### src/rtl/gate_tester.sv
// Stimulus/response checker for the two-input gate library: walks {a,b} through
// all four vectors, samples y_in after a settle time and builds pass/fail maps.
module gate_tester #(
    parameter int unsigned SETTLE = 2
) (
    input  logic       clk,
    input  logic       rst,
    input  logic       start,
    input  logic [5:0] y_in,
    output logic       a,
    output logic       b,
    output logic       busy,
    output logic       done,
    output logic       pass,
    output logic [5:0] err_mask,
    output logic [3:0] fail_vec
);

    localparam int unsigned CW = 4;

    typedef enum logic [1:0] {IDLE, WAIT, CHECK, DONE} state_t;

    state_t         state;
    logic [1:0]     vec;
    logic [CW-1:0]  cnt;
    logic [5:0]     mismatch_c;

    // Golden truth table, y_in bit order {xor, nor, nand, not(a), or, and}
    function automatic logic [5:0] expected(input logic [1:0] v);
        logic [5:0] e;
        case (v)
            2'b00:   e = 6'b011100;
            2'b01:   e = 6'b101110;
            2'b10:   e = 6'b101010;
            default: e = 6'b000011;
        endcase
        return e;
    endfunction

    assign mismatch_c = y_in ^ expected(vec);

    always_ff @(posedge clk or posedge rst) begin
        if (rst) begin
            state    <= IDLE;
            a        <= 1'b0;
            b        <= 1'b0;
            busy     <= 1'b0;
            done     <= 1'b0;
            pass     <= 1'b0;
            err_mask <= '0;
            fail_vec <= '0;
            vec      <= '0;
            cnt      <= '0;
        end else begin
            case (state)
                IDLE: begin
                    if (start) begin
                        err_mask <= '0;
                        fail_vec <= '0;
                        pass     <= 1'b0;
                        vec      <= '0;
                        {a, b}   <= 2'b00;
                        cnt      <= CW'(SETTLE);
                        busy     <= 1'b1;
                        state    <= WAIT;
                    end
                end
                WAIT: begin
                    cnt <= cnt - CW'(1);
                    if (cnt <= CW'(1)) begin
                        state <= CHECK;
                    end
                end
                CHECK: begin
                    err_mask <= err_mask | mismatch_c;
                    if (|mismatch_c) begin
                        fail_vec[vec] <= 1'b1;
                    end
                    if (vec == 2'd3) begin
                        // Result is registered so it is already valid during DONE
                        pass   <= ((err_mask | mismatch_c) == 6'b0);
                        busy   <= 1'b0;
                        done   <= 1'b1;
                        {a, b} <= 2'b00;
                        state  <= DONE;
                    end else begin
                        vec    <= vec + 2'd1;
                        {a, b} <= vec + 2'd1;
                        cnt    <= CW'(SETTLE);
                        state  <= WAIT;
                    end
                end
                DONE: begin
                    done  <= 1'b0;
                    state <= IDLE;
                end
                default: state <= IDLE;
            endcase
        end
    end

endmodule

### config.mk
export PLATFORM = sky130hd
export DESIGN_NAME = gate_tester
export DESIGN_NICKNAME = d
export VERILOG_FILES = /design/src/rtl/gate_tester.sv
export SDC_FILE = /design/constraint.sdc
export NUM_CORES = 1
export LEC_CHECK = 0
export CAP_MARGIN = 20
export CORE_ASPECT_RATIO = 1.4
export CORE_MARGIN = 10
export CORE_UTILIZATION = 50
export CTS_CLUSTER_SIZE = 24
export DETAILED_ROUTE_END_ITERATION = 12
export DONT_BUFFER_PORTS = 1
export PLACE_DENSITY = 0.71
export SYNTH_ARGS = -nofsm -noshare
export SYNTH_HDL_FRONTEND = slang
export SYNTH_SLANG_ARGS = --single-unit
### constraint.sdc
create_clock -name clk -period 2.55 [get_ports clk]
set_input_delay 0 -clock clk [delete_from_list [all_inputs] [get_ports clk]]
set_output_delay 0 -clock clk [all_outputs]
set_load 0.02 [all_outputs]
Yosys cells after proc, flatten, opt, wreduce, memory -nomap -nowiden
Index checks and enable logic that the tools add are counted.
{"block": "classes", "muxes": 30, "order_cmp": 3, "add_sub_neg": 2, "eq_ne": 11, "n_reduce_logical": 15, "bitwise": 3}
{"operator": "$pmux W6 S3", "count": 1}
{"operator": "$mux W4", "count": 4}
{"operator": "$pmux W4 S3", "count": 1}
{"operator": "$pmux W6 S2", "count": 1}
{"operator": "$reduce_and A3 Y1", "count": 4}
{"operator": "$mux W2", "count": 5}
{"operator": "$ne A2 B2 Y1 const B", "count": 5}
{"operator": "$pmux W1 S2", "count": 5}
{"operator": "$eq A2 B2 Y1 const B", "count": 4}
{"operator": "$mux W1", "count": 8}
{"operator": "$pmux W2 S4", "count": 1}
{"operator": "$pmux W4 S2", "count": 1}
{"operator": "$logic_not A6 Y1", "count": 1}
{"operator": "$mux W6", "count": 1}
{"operator": "$or A6 B6 Y6", "count": 1}
{"operator": "$reduce_and A2 Y1", "count": 3}
{"operator": "$reduce_or A6 Y1", "count": 1}
{"operator": "$xor A6 B6 Y6", "count": 1}
{"operator": "$eq A2 B1 Y1 const B", "count": 2}
{"operator": "$le A4 B1 Y1 const B", "count": 1}
{"operator": "$logic_not A2 Y1", "count": 2}
{"operator": "$or A4 B4 Y4", "count": 1}
{"operator": "$pmux W2 S2", "count": 1}
{"operator": "$reduce_bool A2 Y1", "count": 2}
{"operator": "7 further kinds", "count": 7}
{"block": "totals", "in_bits": 9, "out_inout_bits": 15, "reg_bits": 23}

Depth between registers and ports, before layout
{"block": "logic_depth", "word_depth": 7, "depth_mapped": 6}

Worst setup path before layout
OpenSTA, ideal clock, no wires.
{"block": "synth_timing", "path_kind": "flip-flop to flip-flop", "startpoint": "register vec[0]", "endpoint": "register fail_vec[0]", "n_path_buf": 0, "setup_time_ns": 0.121, "arrival_ns": 1.625, "path_slack_ns": 0.803, "stages_incl_launch_ff": 7, "cell_sequence": "dfrtp_1 -> inv_1 -> ha_1 -> xor2_1 -> nor3_1 -> nand3_2 -> a32o_2"}
{"block": "synth_between", "elab_chain_len": 7, "elab_cells_between_ends": 16, "classes_between": "order compare: 2; eq/ne: 3; mux: 5; bitwise: 2; reduce/logical: 4"}
{"element": "start, declared", "line_no": "24", "rtl": "logic [1:0] vec;"}
{"element": "start signal, assigned", "line_no": "87", "rtl": "vec <= vec + 2'd1;"}
{"element": "$lt A2 B3 Y1 (implied by the code) / $ge A2 B1 Y1 (equally long branches)", "line_no": "77", "rtl": "fail_vec[vec] <= 1'b1;"}
{"element": "$logic_and A1 B1 Y1 (implied by the code)", "line_no": "77"}
{"element": "$mux W1 (implied by the code)", "line_no": "77"}
{"element": "$demux W1 S2", "line_no": "77"}
{"element": "$or A4 B4 Y4 (no source line)"}
{"element": "$mux W4", "line_no": "76", "rtl": "if (|mismatch_c) begin"}
{"element": "$pmux W4 S2", "line_no": "55", "rtl": "case (state)"}
{"element": "end signal, assigned", "line_no": "51", "rtl": "fail_vec <= '0;"}
{"element": "end signal, assigned", "line_no": "59", "rtl": "fail_vec <= '0;"}
{"element": "end signal, assigned by index", "line_no": "77"}
{"element": "end, declared", "line_no": "16", "rtl": "output logic [3:0] fail_vec"}
Parallel ways exist; a longest one is shown, timed or not. The select of a mux whose other input is x is not followed.
A chain may end at the register's enable or synchronous reset.

Worst setup path after layout
{"block": "layout_timing", "startpoint": "register vec[0]", "endpoint": "register fail_vec[2]"}
Same word-level chain as after synthesis.

==> summary.md <==
| Metric | Value |
|---|---|
| Most common library cells after synthesis | 23 x dfrtp_1, 14 x a21oi_1, 9 x nor2_1 |
| Power Density | approximately 1000 mW/mm² |
| Fillcell total | 203 |
| Yosys cell types | 34 |
| Synth Area in Adders | 8.11% |
| Complex-gate fraction of the synthesized area | 21.6% |
| Vias | 931 |
| Vias per cell | around 5.6 |
| Gr ovfl total | 0 |
| Worst path top cell family by delay | flip-flops |
| DIE AREA | around 0.0049 mm² |
| Lkg Pwr | 0.630 nW |
| Crit path time final | 1.90 ns |
| Netlist Area Pre-Place | between 0.001 and 0.0015 mm² |
| Setup Buffers After CTS | 0 |
| Post-synth EDFFs | 0 |
| Unrepaired setup endpoints after global routing | no |
| Drt wl/cell | 17.8 µm |
| Fin. max-slew vios | 0 |
| Hold path endpoint | pass |
| Yosys top cell by area | dfrtp_1 |
| DRT Pass-1 Iters | 4 |
| Largest net degree at the start of global routing | 24 |
| Mean Syn Cell Area | 10.0 µm² |
| Fin crit share | 74.5% |
| Reg2reg end | fail_vec[2] |
| Final Routed Wirelength | 2.93 mm |
| Vias in the first global route | 956 |
| Core area | around 0.0024 mm² |
| Post-synthesis mux area share | 2.64% |
| Final setup fails | 0 |
| Clock Tree Buf Depth | 2 |
| Setup TNS | 0 ns |
| IO Pins | 24 |
| CP max-delay cell | dfrtp_1 |
| Post-Synth XOR/XNOR Area | 4.97% |
| Initial Utilization | 51.6% |
| Outcome | complete, no violations |
| Detail Placement HPWL | around 2.1 mm |
| Clock H-tree levels | 1 |
| Core Rows | 21 |
| Worst hold path cell count | 4 |
| Clk root buf | clkbuf_4 |
| Slew headroom | 40.3% |
| Die W | 62.0 µm |
| GR Util All Layers | roughly an eighth |
| Critical Path Start Type | flop |
| Synthesis Warnings | 0 |
| WS Path Type | reg -> reg |
| Largest family of logic cells by synthesized area | compound AO/OA/AOI/OAI gates |
| RR Startpoint | vec[0] |
| Post-Synth Simple-Gate Area | between 10 and 15% |
| Clk slew on worst S/H paths | between 0.1 and 0.15 ns |
| CTS Sinks | 23 |
| TritonCTS clock tree | yes |
| Port buffer count | 0 |
| Max-cap violations | 0 |
| Reg2reg setup slack | 0.65 ns |
| Worst-path maximum fanout | 6 |
| Drt initial violations | 39 |
| Worst slew pin tran | 0.895 ns |
| Maximum clock rate | 526 MHz |
| DRT antenna net count | 0 |
| FF+latch count, synth | 23 |
| DRC | 0 |
| Core Util, Final | a little under three fifths |
| CP arrival | 2.11 ns |
| Synthesized Nets | 140 |
| Critical path cell sequence | inv_1 > ha_1 > xor2_1 > nor3_1 > nand3_2 > a32o_2 |
| Final nets | 149 |
| Async SR Flop Fraction | between 90% and 100% |
| VDD IR max | between 500 and 600 µV |
| Synth area leaders | dfrtp_1 47%, ha_1 8.1%, a21oi_1 5.7%, a32o_2 3.7%, xor2_1 3.5% |
| Max incr delay on CP | between 0.4 and 0.5 ns |
| Syn-to-layout area delta | 11.2% |
| Post-synthesis sequential area ratio | 46.7% |
| Synth Instances | 123 |
| Count leader, synth | dfrtp_1 |
| Worst Min Path Start | start |
| TritonCTS Buffers | 3 |
| Layout cells sized above 1 | 11.5% |
| First-pass GRT wire length | approximately 4.9 mm |
| Hold Violations, Final | 0 |
| Worst Skew | 0.00551 ns |
| Worst Path Required | roughly 2.8 ns |
| Die height | ~80 µm |
| Antenna violations before repair | 0 |
| Critical Path Source | vec[0] |
| Hold crit path type | in -> reg |
| GP Congestion | 0.809 |
| Number of diodes | 0 |
| Worst skew pair latency | 0.31 ns |
| Crit end category | flop |
| Bufs and invs on worst path | 1 |
| Synth Flop Type | dfrtp_1 |
| Top-area cell type share of the netlist area | 46.7% |
| R2r worst-path depth | 6 |
## stage by stage
| step | cells | cell area, µm² | hold WS [ns] | setup slack, ns | total power [mW] |
|---|---|---|---|---|---|
| after floorplan | 123 | 1230 | 0.00192 | 0.803 | 1.12 |
| after global placement | 153 | 1260 | 0.106 | 0.740 | 1.24 |
| after detailed placement | 153 | 1260 | 0.120 | 0.678 | 1.26 |
| final | 165 | 1370 | 0.0444 | 0.649 | 1.43 |
| after CTS | 165 | 1370 | 0.0378 | 0.651 | 1.44 |
| after global routing | 165 | 1370 | 0.0410 | 0.559 | 1.55 |
## layer usage
metal  GRT usage [%]  part of all wire, %  up-vias  wire length (µm)
li1                -                    -      452                 -
met1            15.1                   39      450              1130
met2            22.3                   55       25              1610
met3            2.23                  4.9        4               143
met4            4.71                  1.5        0                44
met5               0                    0        -                 0
## area by class of cell
cell class                 instances  area, µm²  share of cell area (%)
multi-input combinational         86        602                    43.9
sequential                        23        576                    42.0
timing repair buffer              10       95.1                    6.93
tap                               34       42.5                    3.10
inverter                           8       30.0                    2.19
clock buffer                       4       26.3                    1.92
## flip-flops by register name, summed over array words and instances (netlist names)
| name | cells |
|---|---|
| err_mask | 6 |
| cnt | 4 |
| fail_vec | 4 |
| state | 2 |
| vec | 2 |
| a | 1 |
| b | 1 |
| busy | 1 |
| done | 1 |
| pass | 1 |
## cell families (layout without fill, tap and decap cells)
group,Yosys count,in the layout
and+or+nand+nor,28,28
xor gates and xnor gates,7,7
buffers and inverters,14,22
AOI/OAI and AO/OA,40,40
adders and majority gates,8,8
muxes,3,3
DFF,23,23
## worst max-delay path by stage
stage               slack (ns)  cells after the start     endpoint
CTS                       0.65                      6  fail_vec[1]
floorplan                 0.80                      6  fail_vec[0]
global placement          0.74                      6  fail_vec[0]
finish                    0.65                      6  fail_vec[2]
global route              0.56                      6  fail_vec[1]
detailed placement        0.68                      6  fail_vec[1]
## what timing repair did
action	in CTS	in global routing
hold buffers	8	0
gates resized for setup	0	0
endpoints found under the hold margin	32	0
## report_power, final
part | internal [mW] | switching [mW] | leakage, nW | total (mW)
sequential | 0.467 | 0.197 | 0.302 | 0.664
combinational | 0.269 | 0.333 | 0.313 | 0.601
clock | 0.0611 | 0.108 | 0.0150 | 0.169
## worst reg2reg max path, stage by stage (launching register included)
cell and delay, ns:
dfrtp_1 0.45, inv_1 0.13, ha_1 0.36, xor2_1 0.19
nor3_1 0.23, nand3_2 0.16, a32o_2 0.29
## cell usage in the layout, fill, tap and decap left out, types with 3 or more instances in the layout
master and instances:
a21oi_1 14, a22o_1 3, a32o_2 4, clkbuf_4 3, dfrtp_1 23, dlygate4sd3_1 8, ha_1 8, inv_1 7
nand2_1 5, nor2_1 9, o21ai_0 5, o21ai_1 5, xor2_1 5
(Power assumes the default switching activity.)
